## src/rtl/ddr_tx.sv

```systemverilog
// rtl/ddr_tx.sv - HDR-DDR transmit serializer for the I3C controller data path
//
// Purpose: on SCL edge pulses, drives SDA with preamble bits, MSB-first data
// bytes, the two per-word parity bits, the CRC token and the 5-bit CRC value,
// as selected by the DDR CCC controller. Transmitted bytes are fed to the CRC
// block.
//
// Ports:
//   i_sys_clk               system clock
//   i_sys_rst               asynchronous active-low reset
//   i_sclgen_scl_pos_edge   one-cycle pulse per SCL rising edge
//   i_sclgen_scl_neg_edge   one-cycle pulse per SCL falling edge
//   i_ddrccc_tx_en          block enable
//   i_ddrccc_tx_mode        field to transmit (0..5 valid)
//   i_regf_tx_data          byte for SERIAL_BYTE
//   i_crc_value             CRC result for CRC_VALUE
//   o_sdahnd_tx_sda         serial bit to SDA handler
//   o_ddrccc_tx_mode_done   high while the final bit of the current mode is driven
//   o_crc_en                CRC block enable
//   o_crc_data_valid        one-cycle pulse, o_crc_data_out valid
//   o_crc_data_out          byte just loaded for transmission
//   o_crc_last_byte         one-cycle pulse, end of CRC frame
module ddr_tx (
  input  logic       i_sys_clk,
  input  logic       i_sys_rst,
  input  logic       i_sclgen_scl_pos_edge,
  input  logic       i_sclgen_scl_neg_edge,
  input  logic       i_ddrccc_tx_en,
  input  logic [3:0] i_ddrccc_tx_mode,
  input  logic [7:0] i_regf_tx_data,
  input  logic [4:0] i_crc_value,
  output logic       o_sdahnd_tx_sda,
  output logic       o_ddrccc_tx_mode_done,
  output logic       o_crc_en,
  output logic       o_crc_data_valid,
  output logic [7:0] o_crc_data_out,
  output logic       o_crc_last_byte
);

  localparam logic [3:0] PREAMBLE_ONE  = 4'd0;
  localparam logic [3:0] PREAMBLE_ZERO = 4'd1;
  localparam logic [3:0] SERIAL_BYTE   = 4'd2;
  localparam logic [3:0] PARITY        = 4'd3;
  localparam logic [3:0] CRC_TOKEN     = 4'd4;
  localparam logic [3:0] CRC_VALUE     = 4'd5;

  // Index of the final bit of each mode.
  function automatic logic [2:0] mode_last(input logic [3:0] m);
    case (m)
      SERIAL_BYTE: mode_last = 3'd7;
      PARITY:      mode_last = 3'd1;
      CRC_TOKEN:   mode_last = 3'd3;
      CRC_VALUE:   mode_last = 3'd4;
      default:     mode_last = 3'd0;
    endcase
  endfunction

  function automatic logic mode_ok(input logic [3:0] m);
    mode_ok = (m <= CRC_VALUE);
  endfunction

  logic        en_q, en_d;
  logic [3:0]  mode_q, mode_d;
  logic [7:0]  pay_q, pay_d;       // left-aligned shift register, bit 7 is on SDA
  logic [2:0]  cnt_q, cnt_d;
  logic        idx_q, idx_d;
  logic [15:0] w_q, w_d;
  logic        sda_q, sda_d;
  logic        done_q, done_d;
  logic        crc_en_q, crc_en_d;
  logic        valid_q, valid_d;
  logic [7:0]  cdata_q, cdata_d;
  logic        lastb_q, lastb_d;

  logic scl_edge, rise, ending, idx_nx;
  logic p1, p0;

  assign p1 = ^(w_q & 16'hAAAA);
  assign p0 = ~^(w_q & 16'h5555);

  always_comb begin
    en_d     = i_ddrccc_tx_en;
    mode_d   = mode_q;
    pay_d    = pay_q;
    cnt_d    = cnt_q;
    idx_d    = idx_q;
    w_d      = w_q;
    sda_d    = sda_q;
    done_d   = done_q;
    crc_en_d = crc_en_q;
    valid_d  = 1'b0;
    cdata_d  = cdata_q;
    lastb_d  = 1'b0;
    idx_nx   = idx_q;

    scl_edge = i_sclgen_scl_pos_edge | i_sclgen_scl_neg_edge;
    rise     = i_ddrccc_tx_en & ~en_q;
    // An unsupported mode has no bits to count, so any edge lets the
    // controller replace it.
    ending   = scl_edge & (~mode_ok(mode_q) | (cnt_q == mode_last(mode_q)));

    if (!i_ddrccc_tx_en) begin
      sda_d    = 1'b1;
      cnt_d    = 3'd0;
      idx_d    = 1'b0;
      done_d   = 1'b0;
      crc_en_d = 1'b0;
    end else if (rise || ending) begin
      // Completion effects of the mode that just ended (not on a fresh enable).
      if (!rise && mode_q == PARITY)    idx_nx   = 1'b0;
      if (!rise && mode_q == CRC_VALUE) crc_en_d = 1'b0;

      mode_d = i_ddrccc_tx_mode;
      cnt_d  = 3'd0;
      case (i_ddrccc_tx_mode)
        PREAMBLE_ONE:  pay_d = 8'h80;
        PREAMBLE_ZERO: pay_d = 8'h00;
        SERIAL_BYTE: begin
          pay_d = i_regf_tx_data;
          if (idx_nx) w_d[7:0]  = i_regf_tx_data;
          else        w_d[15:8] = i_regf_tx_data;
          idx_nx   = ~idx_nx;
          crc_en_d = 1'b1;
          valid_d  = 1'b1;
          cdata_d  = i_regf_tx_data;
        end
        PARITY:        pay_d = {p1, p0, 6'b0};
        CRC_TOKEN: begin
          pay_d   = 8'hC0;
          lastb_d = 1'b1;
        end
        CRC_VALUE:     pay_d = {i_crc_value, 3'b0};
        default:       pay_d = 8'hFF;
      endcase
      idx_d  = idx_nx;
      sda_d  = pay_d[7];
      done_d = mode_ok(i_ddrccc_tx_mode) && (mode_last(i_ddrccc_tx_mode) == 3'd0);
    end else if (scl_edge) begin
      cnt_d  = cnt_q + 3'd1;
      pay_d  = {pay_q[6:0], 1'b0};
      sda_d  = pay_d[7];
      done_d = (cnt_d == mode_last(mode_q));
    end
  end

  always_ff @(posedge i_sys_clk or negedge i_sys_rst) begin
    if (!i_sys_rst) begin
      en_q     <= 1'b0;
      mode_q   <= 4'd0;
      pay_q    <= 8'd0;
      cnt_q    <= 3'd0;
      idx_q    <= 1'b0;
      w_q      <= 16'd0;
      sda_q    <= 1'b1;
      done_q   <= 1'b0;
      crc_en_q <= 1'b0;
      valid_q  <= 1'b0;
      cdata_q  <= 8'd0;
      lastb_q  <= 1'b0;
    end else begin
      en_q     <= en_d;
      mode_q   <= mode_d;
      pay_q    <= pay_d;
      cnt_q    <= cnt_d;
      idx_q    <= idx_d;
      w_q      <= w_d;
      sda_q    <= sda_d;
      done_q   <= done_d;
      crc_en_q <= crc_en_d;
      valid_q  <= valid_d;
      cdata_q  <= cdata_d;
      lastb_q  <= lastb_d;
    end
  end

  assign o_sdahnd_tx_sda       = sda_q;
  assign o_ddrccc_tx_mode_done = done_q;
  assign o_crc_en              = crc_en_q;
  assign o_crc_data_valid      = valid_q;
  assign o_crc_data_out        = cdata_q;
  assign o_crc_last_byte       = lastb_q;

endmodule

```

## config.mk

```make
export PLATFORM = sky130hd
export DESIGN_NAME = ddr_tx
export DESIGN_NICKNAME = d
export VERILOG_FILES = /design/src/rtl/ddr_tx.sv
export SDC_FILE = /design/constraint.sdc
export NUM_CORES = 1
export LEC_CHECK = 0
export ABC_AREA = 1
export BUFFER_PORTS_ARGS = -buffer_cell sky130_fd_sc_hd__buf_2
export CAP_MARGIN = 20
export CORE_ASPECT_RATIO = 1.4
export CORE_MARGIN = 4
export CORE_UTILIZATION = 45
export DETAILED_ROUTE_END_ITERATION = 10
export MAX_ROUTING_LAYER = met4
export PLACE_DENSITY = 0.68
export SYNTH_ARGS = -nofsm -noshare
export SYNTH_HDL_FRONTEND = slang
export SYNTH_SLANG_ARGS = --single-unit
```

## constraint.sdc

```tcl
create_clock -name i_sys_clk -period 1.6 [get_ports i_sys_clk]
set_input_delay 0.24 -clock i_sys_clk [delete_from_list [all_inputs] [get_ports i_sys_clk]]
set_output_delay 0.24 -clock i_sys_clk [all_outputs]
set_load 0.02 [all_outputs]
```

==> run summary, run 1 <==
DRT iter0 DRCs = 92
Vias = 2110
Worst slew pin tran = 430 ps
Post-synth cell types = 31
Residual DRC = 0
Overflow after GRT = 0
Clk_skew = 7.53 ps
Multi-input logic area = 0.00129 mm^2
Setup WS post-layout = -140 ps
Finished Cell Area = 0.00324 mm^2
Pint = 0.00334 W
# port buffers = 34
Max Cap Viol = 0
Fin. max-slew vios = 0
Antenna diodes = 0
Max Fclk = 575 MHz
CTS Buffer Depth = 2
Crit path launch = mode_q[3]
Yosys warns = 0
Vias in the first global route = 2145
Clk pwr share = 18.5%
DIE AREA = 0.00667 mm^2
R2R Path Start = mode_q[3]
Area post-placement = 0.00286 mm^2
Mapped Area = 0.00244 mm^2
End point of the critical path = mode_q[3]
#FFs+latches synth = 45
Number of buffers created by CTS = 5
Reg2reg end = mode_q[3]
Worst-path clk slew = 90 ps
Reg-to-reg setup timing slack = -140 ps
Crit path required time = 1790 ps
WS Path Type = reg2reg
Reg2Reg Depth = 12
NetSw = 0.00214 W
Relative slew slack = 71.3%
Share of cells above drive strength 1 = 40.2%
Worst hold path type = in2reg
Leakage power = 1.67 nW
Type of origin of the critical path = flip-flop
Commonest non-fill, non-tap cells in the layout = nand2_1, dfrtp_1, buf_2, buf_4, inv_1
PD cells = 1700 mW/mm^2
Avg Inst Size Synth = 8.40 um^2
Max VDD drop = 0.000764 V
Register area = 0.00113 mm^2
Final Util = 62.3%
Clock latency at the later pin of the worst-skew pair = 300 ps
Total global-route track usage = 19.0%
Vias per cell = 4.92
DR WL/cell = 13.7 um
Largest net degree at the start of global routing = 20
IO Pins = 35
RePlAce Congestion = 0.896
ANT nets after route = 0
HPWL Detailed = 4360 um
WL final = 5890 um
Die width = 70.2 um
CTS tree = built
Register area share after synthesis = 46.3%
Post-route minimum period = 1740 ps
First-pass GRT wire length = 9740 um
Post-placement cell count = 414
Fin nets = 387
Status = finished with violations
Initial antenna violation count = 0
Commonest non-fill, non-tap cell in the layout = nand2_1
CP Capture Type = flip-flop
Initial Util = 46.9%
Failing checks = setup timing
DRT Pass-1 Iters = 4
Final Instance Count excl. Fillers = 429
Sw Ratio = 39.1%
Core outline area = 0.00520 mm^2
Period utilization = 109%
Post-Syn Nets = 315
Arr. time, crit path = 1930 ps
Clock sinks = 45
Final Hold Violating Endpoints = 0
Setup violations, final = 42
Crit Path Max Fanout = 8
Combinational power share = 48.9%
Die H = 95.1 um
Root Buffer = clkbuf_8
H-tree level count = 2
Unrepaired setup endpoints after global routing = true
Post-Syn Instances = 290
Row count = 31
P&R area growth vs syn = 32.8%
Sequential Power Share = 32.6%
Fillers = 451
==> state kept, by name (all words and copies together), names as in the netlist <==
register	cells
o_crc_data_valid	1
pay_q	7
mode_q	4
idx_q	1
o_crc_data_out	8
w_q	16
en_q	1
cnt_q	3
o_crc_en	1
o_crc_last_byte	1
o_sdahnd_tx_sda	1
o_ddrccc_tx_mode_done	1
==> worst max-delay path, cell delays in order, from the launching register on <==
cell	delay, ps
dfrtp_2	460
nor2_4	150
nand2_2	100
nand2_2	90
nand2_1	60
nand2_2	80
nand3_4	100
a21oi_4	150
buf_12	160
buf_8	130
inv_4	50
nand2_1	50
o21ai_1	50
==> power by group through the flow <==
stage	registers [W]	logic, W	clock network, W
2_1_floorplan	0.00188	0.00128	0
3_3_place_gp	0.00175	0.00213	0
3_5_place_dp	0.00176	0.00217	0
4_1_cts	0.00175	0.00246	0.00104
5_1_grt	0.00184	0.00295	0.00108
6_report	0.00179	0.00268	0.00101
==> cell type report <==
cell class	count	area share, %
tap	66	2.55
inverter	35	4.14
sequential	45	35.0
timing repair buffer	70	14.4
clock buffer	5	2.13
clock inverter	3	2.01
multi-input combinational	205	39.8
==> synthesized netlist by cell type <==
cell,instances,area share (%)
a211oi_1,2,0.62
a21oi_1,2,0.41
a21oi_4,1,0.67
a221oi_1,3,1.1
a22o_1,1,0.36
buf_2,1,0.21
buf_6,4,1.8
dfrtp_1,44,45
dfstp_2,1,1.1
ha_1,3,1.5
inv_1,32,4.9
inv_2,3,0.46
nand2_1,87,13
nand2_2,2,0.51
nand2_4,3,1.4
nand3_1,18,3.7
nand3_2,1,0.41
nand4_1,1,0.26
nor2_1,12,1.8
nor2_2,1,0.26
nor2_4,1,0.46
nor3_1,4,0.82
nor3_2,1,0.41
o211ai_1,2,0.62
o21ai_0,14,2.9
o21ai_1,10,2.1
o21ai_2,16,5.8
o31ai_1,1,0.31
or2_2,3,0.77
xnor2_1,9,3.2
xor2_1,7,2.5
==> what timing repair did <==
item / CTS / global route
gates resized for setup: 26 / 28
setup endpoints to repair: 44 / 44
setup buffers: 5 / 1
hold endpoints to repair: 16 / 0
hold buffers: 1 / 0
pin swaps: 5 / 12
==> through the flow <==
stage / power [W] / hold slack (ps) / setup WS [ps] / setup TNS, ps
6_report: 0.00548 / 182 / -140 / -4000
5_1_grt: 0.00587 / 207 / -245 / -8440
4_1_cts: 0.00525 / 178 / -127 / -3440
3_5_place_dp: 0.00393 / 201 / -198 / -6100
3_3_place_gp: 0.00388 / 200 / -153 / -4770
2_1_floorplan: 0.00316 / -55.6 / -39.9 / -133
==> worst min-delay path by stage <==
stage,to,startpoint,slack (ps),cells past startpoint
2_1_floorplan,cnt_q[0],i_sys_rst,-60,0
3_3_place_gp,w_q[0],i_sys_rst,200,1
3_5_place_dp,o_crc_data_out[6],i_sys_rst,200,1
4_1_cts,mode_q[0],i_ddrccc_tx_mode[0],180,3
5_1_grt,mode_q[0],i_ddrccc_tx_mode[0],210,3
6_report,mode_q[0],i_ddrccc_tx_mode[0],180,3
==> layer usage <==
metal / track usage, % / wire length, um
met5: - / 0
met4: 7.03 / 97
met3: 2.95 / 218
met2: 33.1 / 2900
met1: 22.3 / 2670
==> logic make-up (layout without fill, tap and decap cells) <==
family,Yosys count,after routing,share of synthesized area [%]
simple gates,134,134,24.2
xor+xnor,16,16,5.75
compound gates,52,52,14.7
flops,45,45,46.3
buf+inv,40,113,7.45
fa+ha+maj,3,3,1.54
No activity file was read; power rests on OpenSTA's default activity.
==> inputs of run 2 (changes only) <==
SKIP_CTS_REPAIR_TIMING = 1   (was not set)
==> run 2 against run 1 <==
The flow still finishes with violations (setup timing). Sequential share of layout area decreased by 0.21 points. Via count increased by 2.3%. Clock skew increased by 0.81 ps. Critical path depth unchanged. Cell count unchanged. Flip-flop and latch count unchanged. Die area unchanged. Count of clock-buffer cells in the layout unchanged. Hold slack improved by 6.9 ps. Worst setup slack got worse by 100 ps. Core utilization increased by 0.39 points. Largest power group unchanged.
==> run summary, run 2 (synthesis gave the netlist of run 1 again) <==
CTS tree = built (unchanged)
DRT Pass-1 Iters = 4 (unchanged)
H-tree level count = 2 (unchanged)
RePlAce Congestion = 0.896 (unchanged)
Post-route minimum period = 1840 ps (was 1740 ps)
Core outline area = 0.00520 mm^2 (unchanged)
Length of routed met2 wiring = 3070 um (was 2900 um)
Area post-placement = 0.00286 mm^2 (unchanged)
Die width = 70.2 um (unchanged)
DIE AREA = 0.00667 mm^2 (unchanged)
Max Cap Viol = 0 (unchanged)
Hold WS = 189 ps (was 182 ps)
HPWL Detailed = 4360 um (unchanged)
CTS Buffer Depth = 2 (unchanged)
DR WL/cell = 14.2 um (was 13.7 um)
Commonest non-fill, non-tap cell in the layout = nand2_1 (unchanged)
Number of buffers created by CTS = 5 (unchanged)
Relative slew slack = 71.3% (about the same)
Setup violations, final = 44 (was 42)
Root Buffer = clkbuf_8 (unchanged)
Fillers = 446 (was 451)
Final Hold Violating Endpoints = 0 (unchanged)
Metal-1 WL = 2610 um (was 2670 um)
Finished Cell Area = 0.00326 mm^2 (was 0.00324 mm^2)
Largest net degree at the start of global routing = 20 (unchanged)
Fin nets = 387 (unchanged)
Total global-route track usage = 18.5% (was 19.0%)
Max Fclk = 543 MHz (was 575 MHz)
Row count = 31 (unchanged)
Clock sinks = 45 (unchanged)
Worst-path clk slew = 90 ps (about the same)
IO Pins = 35 (unchanged)
# port buffers = 34 (unchanged)
Initial Util = 46.9% (unchanged)
Worst hold path type = in2reg (unchanged)
CP Capture Type = flip-flop (unchanged)
Share of cells above drive strength 1 = 40.2% (unchanged)
Vias in the first global route = 2088 (was 2145)
DRT iter0 DRCs = 126 (was 92)
Vias per cell = 5.03 (was 4.92)
Clock latency at the later pin of the worst-skew pair = 300 ps (about the same)
Antenna diodes = 0 (unchanged)
Commonest non-fill, non-tap cells in the layout = nand2_1, dfrtp_1, buf_2, inv_1, buf_4 (was nand2_1, dfrtp_1, buf_2, buf_4, inv_1)
Crit path launch = mode_q[3] (unchanged)
R2R Path Start = mode_q[3] (unchanged)
Status = finished with violations (unchanged)
Arr. time, crit path = 2040 ps (was 1930 ps)
Final Util = 62.6% (was 62.3%)
Metal3 WL = 268 um (was 218 um)
Die H = 95.1 um (unchanged)
Leakage power = 1.71 nW (was 1.67 nW)
Clk_skew = 8.34 ps (was 7.53 ps)
Largest Register = w_q (unchanged)
Vias = 2159 (was 2110)
Residual DRC = 0 (unchanged)
Fin. max-slew vios = 0 (unchanged)
First-pass GRT wire length = 9430 um (was 9740 um)
WS Path Type = reg2reg (unchanged)
Reg2reg end = mode_q[3] (unchanged)
Period utilization = 115% (was 109%)
Overflow after GRT = 0 (unchanged)
Crit Path Max Fanout = 8 (unchanged)
WL final = 6110 um (was 5890 um)
Type of origin of the critical path = flip-flop (unchanged)
Initial antenna violation count = 0 (unchanged)
ANT nets after route = 0 (unchanged)
Final Instance Count excl. Fillers = 429 (unchanged)
Max VDD drop = 0.000776 V (was 0.000764 V)
Unrepaired setup endpoints after global routing = true (unchanged)
End point of the critical path = mode_q[3] (unchanged)
Failing checks = setup timing (unchanged)
Highest metal used = met4 (unchanged)
Worst slew pin tran = 431 ps (was 430 ps)
Reg-to-reg setup timing slack = -240 ps (was -140 ps)
Setup WS post-layout = -243 ps (was -140 ps)
Crit path required time = 1800 ps (was 1790 ps)
Reg2Reg Depth = 12 (unchanged)
PD cells = 1700 mW/mm^2 (about the same)
Max FFs per register = 16 (unchanged)
Post-placement cell count = 414 (unchanged)
P&R area growth vs syn = 33.6% (was 32.8%)
run 2: power breakdown:
| part | internal [W] | leakage (nW) | total [W] | switching [W] |
|---|---|---|---|---|
| clock network | 0.000620 | 0.0681 | 0.00102 | 0.000396 |
| logic | 0.00123 | 1.07 | 0.00273 | 0.00150 |
| registers | 0.00151 | 0.577 | 0.00179 | 0.000282 |
| total | 0.00336 | 1.71 | 0.00554 | 0.00218 |
run 2: how the worst min path moves through the flow:
stage	start	to	slack, ps	depth (start not counted)
finish	i_ddrccc_tx_mode[0]	mode_q[0]	190	3
global route	i_ddrccc_tx_mode[0]	mode_q[0]	210	3
CTS	i_sys_rst	o_crc_data_out[6]	-130	1
detailed placement	i_sys_rst	o_crc_data_out[6]	200	1
global placement	i_sys_rst	w_q[0]	200	1
floorplan	i_sys_rst	cnt_q[0]	-60	0
run 2: worst max-delay path, cell delays in order, from the launching register on:
cell     delay, ps
dfrtp_2        470
nor2_4         140
nand2_2        100
nand2_2         80
nand2_1         60
nand2_2         80
nand3_4         90
a21oi_4        260
buf_12         190
buf_12         140
inv_8           40
nand2_4         50
o21ai_2         40
run 2: layout make-up:
| cell class | instances | area [um^2] | area share [%] |
|---|---|---|---|
| clock inverter | 3 | 65.1 | 2.00 |
| clock buffer | 5 | 68.8 | 2.11 |
| inverter | 35 | 139 | 4.27 |
| timing repair buffer | 68 | 460 | 14.1 |
| sequential | 45 | 1130 | 34.7 |
| tap | 66 | 82.6 | 2.54 |
| multi-input combinational | 207 | 1310 | 40.2 |
run 2: through the flow:
stage	setup WS (ps)	total power, W	TNS (ps)
4_1_cts	-236	0.00496	-7430
2_1_floorplan	-39.9	0.00316	-133
3_5_place_dp	-198	0.00393	-6100
3_3_place_gp	-153	0.00388	-4770
5_1_grt	-331	0.00592	-11540
6_report	-243	0.00554	-7700
run 2: per-layer routing:
metal / vias to the layer above / GRT usage (%)
li1: 1084 / -
met1: 1006 / 22.1
met2: 58 / 31.2
met3: 11 / 2.95
met4: 0 / 7.83
met5: - / -
==> inputs of run 3 (changes only) <==
--- a/config.mk
+++ b/config.mk
@@ -14,5 +14,5 @@
 export DETAILED_ROUTE_END_ITERATION = 10
 export MAX_ROUTING_LAYER = met4
-export PLACE_DENSITY = 0.68
+export PLACE_DENSITY = 0.65
 export SKIP_CTS_REPAIR_TIMING = 1
 export SYNTH_ARGS = -nofsm -noshare
==> constraint.sdc (replaced) <==
create_clock -name i_sys_clk -period 2.28 [get_ports i_sys_clk]
set_input_delay 0.228 -clock i_sys_clk [delete_from_list [all_inputs] [get_ports i_sys_clk]]
set_output_delay 0.228 -clock i_sys_clk [all_outputs]
set_load 0.02 [all_outputs]
==> run 3 against run 2 <==
The run now ends clean. Fmax fell by 9.4%. Combinational power fell by 52%. Critical path depth fell by 2. Via count fell by 8.3%. Sequential power fell by 32%.
==> run summary, run 3 (synthesis gave the netlist of run 1 again) <==
Status = completed (was finished with violations)
CP top delay family = simple AND/OR/NAND/NOR gates (unchanged)
Initial antenna violation count = 0 (unchanged)
DRT Pass-1 Iters = 4 (unchanged)
First-pass GRT wire length = 9160 um (was 9430 um)
Largest net degree at the start of global routing = 28 (was 20)
Post-Route Setup TNS = 0 ps (was -7700 ps)
CTS Buffer Depth = 2 (unchanged)
Max FFs per register = 16 (unchanged)
Hold WS = 133 ps (was 189 ps)
Slowest CP cell = dfrtp_1 (was dfrtp_2)
RePlAce Congestion = 0.813 (was 0.896)
DR WL/cell = 13.4 um (was 14.2 um)
Largest Register = w_q (unchanged)
Clock latency at the later pin of the worst-skew pair = 300 ps (about the same)
Peak per-stage delay on the critical path = 410 ps (was 470 ps)
Final Hold Violating Endpoints = 0 (unchanged)
Residual DRC = 0 (unchanged)
IO Pins = 35 (unchanged)
Worst hold path type = in2reg (unchanged)
DRT iter0 DRCs = 89 (was 126)
Vias in the first global route = 1955 (was 2088)
Core outline area = 0.00520 mm^2 (unchanged)
ANT nets after route = 0 (unchanged)
CTS tree = built (unchanged)
Worst slew pin tran = 608 ps (was 431 ps)
Power Total = 0.00304 W (was 0.00554 W)
Multi-input logic area = 0.00113 mm^2 (was 0.00131 mm^2)
Row count = 31 (unchanged)
WP buf/inv = 0 (was 3)
Overflow after GRT = 0 (unchanged)
Fin. max-slew vios = 0 (unchanged)
Root Buffer = clkbuf_8 (unchanged)
WL final = 5360 um (was 6110 um)
Unrepaired setup endpoints after global routing = false (was true)
CP Capture Type = flip-flop (unchanged)
Antenna diodes = 0 (unchanged)
Share of cells above drive strength 1 = 23.7% (was 40.2%)
Crit path required time = 2470 ps (was 1800 ps)
Setup WS post-layout = 247 ps (was -243 ps)
Type of origin of the critical path = flip-flop (unchanged)
# port buffers = 34 (unchanged)
HPWL Detailed = 4160 um (was 4360 um)
Leakage power = 1.50 nW (was 1.71 nW)
Worst-path clk slew = 90 ps (about the same)
Commonest non-fill, non-tap cell in the layout = nand2_1 (unchanged)
Fin nets = 357 (was 387)
Fillers = 519 (was 446)
Crit Path Max Fanout = 18 (was 8)
Clk_skew = 5.63 ps (was 8.34 ps)
Max VDD drop = 0.000645 V (was 0.000776 V)
Die H = 95.1 um (unchanged)
Finished Cell Area = 0.00278 mm^2 (was 0.00326 mm^2)
Total global-route track usage = 18.0% (was 18.5%)
Register area = 0.00113 mm^2 (about the same)
Most frequent CP cell = nand2_1 (was nand2_2)
Setup violations, final = 0 (was 44)
Period utilization = 89.2% (was 115%)
Vias = 1980 (was 2159)
Vias per cell = 4.96 (was 5.03)
Initial Util = 46.9% (unchanged)
Setup WS pre-CTS = 246 ps (was -198 ps)
Max Cap Viol = 0 (unchanged)
Relative slew slack = 59.4% (was 71.3%)
Area post-placement = 0.00268 mm^2 (was 0.00286 mm^2)
Post-route minimum period = 2030 ps (was 1840 ps)
Die width = 70.2 um (unchanged)
P&R area growth vs syn = 14.1% (was 33.6%)
Max Fclk = 492 MHz (was 543 MHz)
WS Path Type = reg2reg (unchanged)
Critical path cell sequence = nor2_1 > nand2_1 > nand2_1 > nand2_1 > nand2_1 > nand3_2 > a21oi_4 > nand2_4 > nand2_1 > o21ai_2 (was nor2_4 > nand2_2 > nand2_2 > nand2_1 > nand2_2 > nand3_4 > a21oi_4 > buf_12 > buf_12 > inv_8 > nand2_4 > o21ai_2)
Commonest non-fill, non-tap cells in the layout = nand2_1, dfrtp_1, buf_2, inv_1, nand3_1 (was nand2_1, dfrtp_1, buf_2, inv_1, buf_4)
Arr. time, crit path = 2220 ps (was 2040 ps)
Clock sinks = 45 (unchanged)
PD cells = 1090 mW/mm^2 (was 1700 mW/mm^2)
H-tree level count = 2 (unchanged)
Number of buffers created by CTS = 5 (unchanged)
DIE AREA = 0.00667 mm^2 (unchanged)
[run 3: cell count changes in the layout (fill, tap and decap cells not counted), sizes merged]
cell | previous run | this run
clkinv | 1 | 0
clkinvlp | 0 | 1
bufinv | 2 | 0
clkbuf | 5 | 7
nand2 | 94 | 92
buf | 67 | 39
[run 3: final timing paths]
path | slack [ps] | startpoint | end | cells after the start
worst max-delay path | 250 | mode_q[3] | o_crc_data_out[5] | 10
worst min-delay path | 130 | i_ddrccc_tx_en | en_q | 1
worst max register to register | 250 | mode_q[3] | o_crc_data_out[5] | 10
worst min register to register | 470 | o_sdahnd_tx_sda | o_sdahnd_tx_sda | 2
max in group asynchronous | 1150 | i_sys_rst | o_sdahnd_tx_sda | 3
min in group asynchronous | 470 | i_sys_rst | w_q[4] | 2
[run 3: through the flow]
step,instances,util [%]
2_1_floorplan,290,-
3_3_place_gp,390,51.5
3_5_place_dp,390,51.5
4_1_cts,398,53.3
5_1_grt,399,53.5
6_report,399,53.5
[run 3: metal layers]
metal / vias up / track usage [%] / part of all wire, %
met5: - / - / 0
met4: 0 / 6.71 / 1.9
met3: 10 / 3.69 / 3.4
met2: 38 / 29.6 / 51
met1: 920 / 22.0 / 44
li1: 1012 / - / -
[run 3: where the power goes]
part / total [W] / internal (W) / switching [W]
clock: 0.000516 / 0.000247 / 0.000270
combinational: 0.00130 / 0.000499 / 0.000803
sequential: 0.00122 / 0.00106 / 0.000165
[run 3: final cells by class]
type | instances | share of cell area (%)
clock buffer | 7 | 3.11
clock inverter | 1 | 0.270
inverter | 35 | 4.73
multi-input combinational | 205 | 40.5
sequential | 45 | 40.5
tap | 66 | 2.97
timing repair buffer | 40 | 7.83
